==> config.mk <==
export PLATFORM = sky130hd
export DESIGN_NAME = oldland_prefetch
export DESIGN_NICKNAME = d
export VERILOG_FILES = /design/src/rtl/oldland_prefetch.sv
export SDC_FILE = /design/constraint.sdc
export NUM_CORES = 1
export LEC_CHECK = 0
export BUFFER_PORTS_ARGS = -buffer_cell sky130_fd_sc_hd__buf_2
export CAP_MARGIN = 10
export CORE_MARGIN = 2
export CORE_UTILIZATION = 35
export CTS_CLUSTER_DIAMETER = 120
export DETAILED_ROUTE_END_ITERATION = 10
export PLACE_DENSITY = 0.68
export SYNTH_ARGS = -nofsm -noshare
export SYNTH_HDL_FRONTEND = slang
export SYNTH_SLANG_ARGS = --single-unit
==> constraint.sdc <==
create_clock -name clk -period 2.03 [get_ports clk]
set_input_delay 0.203 -clock clk [delete_from_list [all_inputs] [get_ports clk]]
set_output_delay 0.203 -clock clk [all_outputs]
set_load 0.01 [all_outputs]
==> src/rtl/oldland_prefetch.sv <==
// rtl/oldland_prefetch.sv - instruction prefetch with one outstanding bus request and an in-order queue.
// Define OLDLAND_PREFETCH_FIFO_EN for a 4-entry queue; otherwise a single holding register.
module oldland_prefetch #(
  parameter logic [31:0] RESET_PC  = 32'h00000000,
  parameter logic [31:0] NOP_INSTR = 32'h00000000
) (
  input  logic        clk,
  input  logic        rst_n,
  output logic        i_access,
  output logic [31:0] i_addr,
  input  logic [31:0] i_data,
  input  logic        i_ack,
  input  logic        stall,
  input  logic        branch_taken,
  input  logic [31:0] branch_pc,
  output logic [31:0] instr,
  output logic [31:0] pc_plus_4,
  output logic        instr_valid
);

`ifdef OLDLAND_PREFETCH_FIFO_EN
  localparam int DEPTH = 4;
  localparam int CW    = 3;
`else
  localparam int DEPTH = 1;
  localparam int CW    = 1;
`endif

  typedef enum logic [1:0] {S_IDLE, S_REQ, S_DISCARD} state_t;

  state_t          r_state;
  logic            r_access;
  logic [31:0]     r_req_addr;
  logic [31:0]     r_fetch_pc;
  logic [CW-1:0]   r_count;

  logic [31:0]     w_q_instr [DEPTH];
  logic [31:0]     w_q_pc4   [DEPTH];
  logic            w_valid;
  logic            w_pop;
  logic            w_push;
  logic [31:0]     w_req_next;
  logic [31:0]     w_branch_pc;
  logic [CW-1:0]   w_count_pp;
  logic [CW-1:0]   w_wr_idx;
  logic            w_room;
  logic            w_room_pp;

  assign w_valid     = (r_count != '0);
  assign w_pop       = w_valid & ~stall & ~branch_taken;
  assign w_push      = (r_state == S_REQ) & i_ack & ~branch_taken;
  assign w_req_next  = r_req_addr + 32'd4;
  assign w_branch_pc = branch_pc & 32'hFFFF_FFFC;
  assign w_count_pp  = r_count + CW'(w_push) - CW'(w_pop);
  // A simultaneous pop shifts the queue down, so the write slot moves down with it.
  assign w_wr_idx    = r_count - CW'(w_pop);
  assign w_room      = (r_count < CW'(DEPTH));
  assign w_room_pp   = (w_count_pp < CW'(DEPTH));

  assign i_access    = r_access;
  assign i_addr      = r_req_addr;
  assign instr_valid = w_valid;
  assign instr       = w_valid ? w_q_instr[0] : NOP_INSTR;
  assign pc_plus_4   = w_valid ? w_q_pc4[0]   : 32'h0;

  for (genvar g = 0; g < DEPTH; g++) begin : g_q
    logic [31:0] r_instr;
    logic [31:0] r_pc4;
    logic [31:0] w_next_instr;
    logic [31:0] w_next_pc4;

    if (g < DEPTH - 1) begin : g_mid
      assign w_next_instr = w_q_instr[g+1];
      assign w_next_pc4   = w_q_pc4[g+1];
    end else begin : g_last
      assign w_next_instr = 32'h0;
      assign w_next_pc4   = 32'h0;
    end

    always_ff @(posedge clk or negedge rst_n) begin
      if (!rst_n) begin
        r_instr <= 32'h0;
        r_pc4   <= 32'h0;
      end else if (w_push && (w_wr_idx == CW'(g))) begin
        r_instr <= i_data;
        r_pc4   <= w_req_next;
      end else if (w_pop) begin
        r_instr <= w_next_instr;
        r_pc4   <= w_next_pc4;
      end
    end

    assign w_q_instr[g] = r_instr;
    assign w_q_pc4[g]   = r_pc4;
  end

  always_ff @(posedge clk or negedge rst_n) begin
    if (!rst_n) begin
      r_state    <= S_IDLE;
      r_access   <= 1'b0;
      r_req_addr <= RESET_PC;
      r_fetch_pc <= RESET_PC;
      r_count    <= '0;
    end else begin
      r_count <= branch_taken ? '0 : w_count_pp;
      case (r_state)
        S_IDLE: begin
          if (branch_taken) begin
            r_fetch_pc <= w_branch_pc;
          end else if (w_room) begin
            r_state    <= S_REQ;
            r_access   <= 1'b1;
            r_req_addr <= r_fetch_pc;
          end
        end
        S_REQ: begin
          if (i_ack) begin
            if (branch_taken) begin
              r_fetch_pc <= w_branch_pc;
              r_state    <= S_IDLE;
              r_access   <= 1'b0;
            end else begin
              r_fetch_pc <= w_req_next;
              if (w_room_pp) begin
                r_req_addr <= w_req_next;
              end else begin
                r_state  <= S_IDLE;
                r_access <= 1'b0;
              end
            end
          end else if (branch_taken) begin
            r_fetch_pc <= w_branch_pc;
            r_state    <= S_DISCARD;
          end
        end
        S_DISCARD: begin
          // The stale request must still complete on the bus before a new one is issued.
          if (branch_taken) r_fetch_pc <= w_branch_pc;
          if (i_ack) begin
            r_state  <= S_IDLE;
            r_access <= 1'b0;
          end
        end
        default: begin
          r_state  <= S_IDLE;
          r_access <= 1'b0;
        end
      endcase
    end
  end

endmodule

# Yosys cells after proc, flatten, opt, wreduce, memory -nomap -nowiden
# Index checks and enable logic that the tools add are counted.
# classes
n_addsub	4
mul	0
n_div	0
magnitude_cmp	2
n_eq_ne	10
shifts	0
n_mux	31
n_bitwise	7
n_reduce_logical	9
# ops
op	count
$mux W32	13
$pmux W32 S2	2
$add A32 B3 Y32 const B	1
$mux W2	7
$ne A2 B2 Y1 const B	6
$reduce_and A5 Y1	2
$mux W1	7
$ne A3 B3 Y1 const B	2
$pmux W2 S3	1
$reduce_and A6 Y1	1
$reduce_bool A2 Y1	3
$and A1 B1 Y1	4
$not A1 Y1	3
$pmux W1 S3	1
$eq A2 B1 Y1 const B	1
$eq A2 B2 Y1 const B	1
$logic_not A2 Y1	1
$lt A1 B1 Y1 const B	2
$reduce_or A2 Y1	1
$sub A1 B1 Y1	2
$add A1 B1 Y1	1
$logic_and A1 B1 Y1	1
# totals
ff_bits	132
latchBits	0
ram_bits	0
mem_bits_ro	0
inputBits	69
output_inout_bits	98
elab_cells	70
n_memories	0

# Depth between registers and ports, before layout
# depth
word_depth	10
depth_mapped	9
ltp_nobuf	5

# Worst setup path before layout
# Ideal clock, no wire load.
# synth_path
path_type	register to register
startpoint	register r_req_addr[2] (netlist: i_addr[2])
endpoint	register r_fetch_pc[30]
setup_time_ps	69
t_arrival_ps	2140
required_ps	1961
setup_slack_ps	-180
stages_incl_launch_ff	8
n_path_buf	2
period_less_slack_ps	2210
cell_sequence	dfrtp_1 -> ha_1 -> nand3_1 -> or4_1 -> buf_2 -> buf_6 -> or4_1 -> nand3_1
# synth_via
elab_chain_cells	4
# synth_rtl
item	line_no	source
start: declaration	33	logic [31:0] r_req_addr;
start signal: assignment	113	r_req_addr <= r_fetch_pc;
start signal: assignment	125	r_req_addr <= w_req_next;
$add A32 B3 Y32	52	assign w_req_next = r_req_addr + 32'd4;
$mux W32	118	if (branch_taken) begin
$mux W32	117	if (i_ack) begin
$pmux W32 S2	106	case (r_state)
end signal: assignment	109	r_fetch_pc <= w_branch_pc;
end signal: assignment	119	r_fetch_pc <= w_branch_pc;
end signal: assignment	123	r_fetch_pc <= w_req_next;
end: declaration	34	logic [31:0] r_fetch_pc;
# No other way between the ends.
# A chain may end at the register's enable or synchronous reset.

# Worst setup path in the final report
# layout_path
startpoint	register r_req_addr[2] (netlist: i_addr[2])
endpoint	register r_req_addr[18] (netlist: i_addr[18])
# layout_via
elab_chain_cells	5
# layout_rtl
item	line_no	source
$add A32 B3 Y32	52	
$mux W32	124	if (w_room_pp) begin
$mux W32	118	
$mux W32	117	
$pmux W32 S2	106	
# No other way between the ends. The select of a mux whose other input is x is not followed.

==> results.sh <==
export IMPL_fmax_mhz=496
export IMPL_synth_top_flop_cell="dfrtp_1"
export IMPL_post_drt_wl_per_cell_um=18.6
export IMPL_setup_viol=0
export IMPL_cts_buffers=17
export IMPL_placementRows=52
export IMPL_cp_slowest_cell="or4_4"
export IMPL_cts_root_buf="clkbuf_16"
export IMPL_powerDensity_nw_per_um2=1220
export IMPL_status="complete, no violations"
export IMPL_start_kind="register"
export IMPL_hold_ws_ns=0.00884
export IMPL_min_delay_path_depth=2
export IMPL_cts_path_max_buffers=2
export IMPL_vdd_drop_max_v=0.000629
export IMPL_worstHoldEndpoint="g_q[0].r_instr[22]"
export IMPL_vias=7070
export IMPL_antenna_found_initial=0
export IMPL_syn2layout_area_growth_pct=33.4
export IMPL_final_seq_area_um2=3310
export IMPL_arrival_ns=2.38
export IMPL_ys_ff_latch=132
export IMPL_dr_pass1_iters=5
export IMPL_core_area_um2=20300
export IMPL_crit_chain="ha_4 -> nand3_4 -> or4_4 -> buf_12 -> or4b_1 -> nand3_1"
export IMPL_rsz0062_at_grt="yes"
export IMPL_slew_violations=0
export IMPL_grt_pass1_vias=6547
export IMPL_yosys_area_top_type="dfrtp_1"
export IMPL_crit_type="reg2reg"
export IMPL_critical_path_required_ns=2.39
export IMPL_nFillCells=1934
export IMPL_antenna_cells=0
export IMPL_die_area_um2=22000
export IMPL_via_per_inst=5.59
export IMPL_timing_rr_end="i_addr[18]"
export IMPL_final_common_cell="buf_2"
export IMPL_max_cap_viol_count=0
export IMPL_port_buffers=164
export IMPL_critPathTopFamily="simple AND/OR/NAND/NOR gates"
export IMPL_grt_usage_pct=20.9
export IMPL_cp_num_buf_inv=1
export IMPL_ys_seq_area_share_pct=45.4
export IMPL_drt_iter0_markers=699
export IMPL_routed_wl_um=23500
export IMPL_rrSetupSlack_ns=0.01
export IMPL_cpPeakStageDelay_ns=0.52
export IMPL_synth_avg_cell_area_um2=9.26
export IMPL_p_total_uw=11800
export IMPL_worst_clock_skew_ns=0.00884
export IMPL_grt_overflow=0
export IMPL_gp_congestion=0.831
export IMPL_postRouteAntennaNets=0
export IMPL_htree_levels=4
export IMPL_worst_slew_pin_slew_ns=0.614
export IMPL_hold_path_class="in2reg"
export IMPL_initial_core_util_pct=35.8
export IMPL_drc=0
export IMPL_syn_nets=856
export IMPL_cts_tree="yes"
export IMPL_synthCells=786
export IMPL_relSlewSlack_pct=58.7
export IMPL_cp_end_kind="register"
export IMPL_dp_hpwl_um=15300
export IMPL_syn_area_um2=7280
export IMPL_fin_crit_sh_pct=99.3
export IMPL_finalInstanceArea_um2=9710
export IMPL_r2r_cells=6
export IMPL_yosys_top_cells_area="dfrtp_1 (45%), and2_1 (6.5%), a22o_1 (4.7%), nand2_1 (3.6%), nand3_1 (3.3%)"
export IMPL_grt_max_degree=101
export IMPL_place_area_um2=8830
export IMPL_synthArstFlopShare_pct=100
export IMPL_r2r_start="i_addr[2]"
export IMPL_synth_top_area_share_pct=45.4
export IMPL_final_nets=1052
export IMPL_mostFrequentLayoutCells="buf_2 (163), dfrtp_1 (126), and2_1 (76)"
export IMPL_clk_pin_slew_ns=0.06
export IMPL_yosysWarningCount=0
export IMPL_numClockSinks=132
export IMPL_min_from="i_data[22]"
export IMPL_fp_dieW_um=148
export IMPL_clk_latency_ns=0.43
export IMPL_die_height_um=148
export IMPL_fin_crit_ns=2.02
export IMPL_p_leak_uw=0.00445
export IMPL_multiInputGateArea_um2=3720
export IMPL_hold_viol_final=0
export IMPL_ioPinCount=167
export IMPL_synth_distinct_cells=58
export IMPL_path_max_fanout=16
export IMPL_synth_edff_count=0
export IMPL_grt_pass1_wl_um=36000
export IMPL_drive_gt1_share_pct=30.9
## power by group
part / internal (µW) / switching [µW]
Combinational: 1820 / 2300
Clock: 2250 / 1210
Sequential: 3530 / 710
Total: 7600 / 4220
## per-stage QoR
| stage | setup WS, ns | util [%] | std cells | TNS (ns) |
|---|---|---|---|---|
| finish | 0.0146 | 47.8 | 1265 | 0 |
| global route | -0.0336 | 47.8 | 1265 | -0.111 |
| CTS | 0.00351 | 47.2 | 1256 | 0 |
| detailed placement | -0.0260 | 43.5 | 1215 | -0.0587 |
| global placement | -0.00732 | 43.5 | 1215 | -0.0122 |
| floorplan | -0.0109 | - | 786 | -0.0495 |
## cells in the mapped netlist (3+ instances only)
cell type / instances
o211ai_1: 32
buf_1: 5
a211oi_1: 4
nor3_1: 13
o221ai_1: 3
clkbuf_1: 63
nand2_1: 69
o22ai_1: 11
nand2b_1: 9
buf_6: 4
or4_1: 21
nor4_1: 10
o21ai_0: 35
dfrtp_1: 132
a22o_1: 39
nand3_1: 48
or3_1: 3
a21o_1: 5
a21oi_1: 22
and3_1: 6
a311oi_1: 3
o311ai_0: 7
a22oi_1: 20
nand4b_1: 4
nor2_1: 35
o2bb2ai_1: 4
a2bb2oi_1: 5
and2_1: 76
buf_2: 8
xnor2_1: 10
and4_1: 4
mux2_2: 5
o21a_1: 4
mux2i_1: 13
inv_1: 7
nand4_1: 16
a31oi_1: 3
## per-layer routing
layer	vias up	track usage (%)	routed length [µm]
met5	-	0	0
met4	0	7.19	608
met3	48	4.63	1820
met2	336	32.4	10700
met1	3364	29.0	10500
li1	3322	-	-
## state kept, by name, indices dropped and copies added, names as in the netlist
signal and count:
g_q.r_instr 32, g_q.r_pc4 32, i_access 1, i_addr 32
instr_valid 1, r_fetch_pc 32, r_state 2
## layout make-up
class	instances	share of cell area, %
flip-flops and latches	132	34.1
repair buffers	256	17.0
well taps	270	3.48
clock buffers	20	4.70
multi-input cells	568	38.3
inverters	7	0.271
clock inverters	12	2.08
## worst reg2reg max path: cells and delay by family, from the launching register on
family                   cells  cell delay, ns
flip-flops                   1            0.41
buffers and inverters        1            0.17
adder cells (fa/ha/maj)      1            0.17
AND/OR/NAND/NOR              4            1.21
## worst max path at each step
stage,end,from,cells after the start,slack (ns)
floorplan,g_q[0].r_pc4[19],i_addr[9],8,-0.01
global placement,i_addr[28],i_addr[2],6,-0.007
detailed placement,i_addr[18],i_addr[2],6,-0.03
CTS,i_addr[28],i_addr[2],6,0.004
global route,i_addr[28],i_addr[2],6,-0.03
finish,i_addr[18],i_addr[2],6,0.01
## repair_timing
item                                   CTS  global route
pin swaps                                0             4
setup buffers                            0             6
hold buffers                             9             0
setup endpoints to repair                4            25
endpoints found under the hold margin  140             0
gates cloned                             0             3
resized for setup                        1            13
## cell families after synthesis
family	synth area share, %
XOR/XNOR	1.44
AO/OA/AOI/OAI	20.5
adder cells (fa/ha/maj)	0.172
flip-flops	45.4
AND/OR/NAND/NOR	24.8
buffers and inverters	5.14
multiplexers	2.56
No activity file was read; power rests on OpenSTA's default activity.
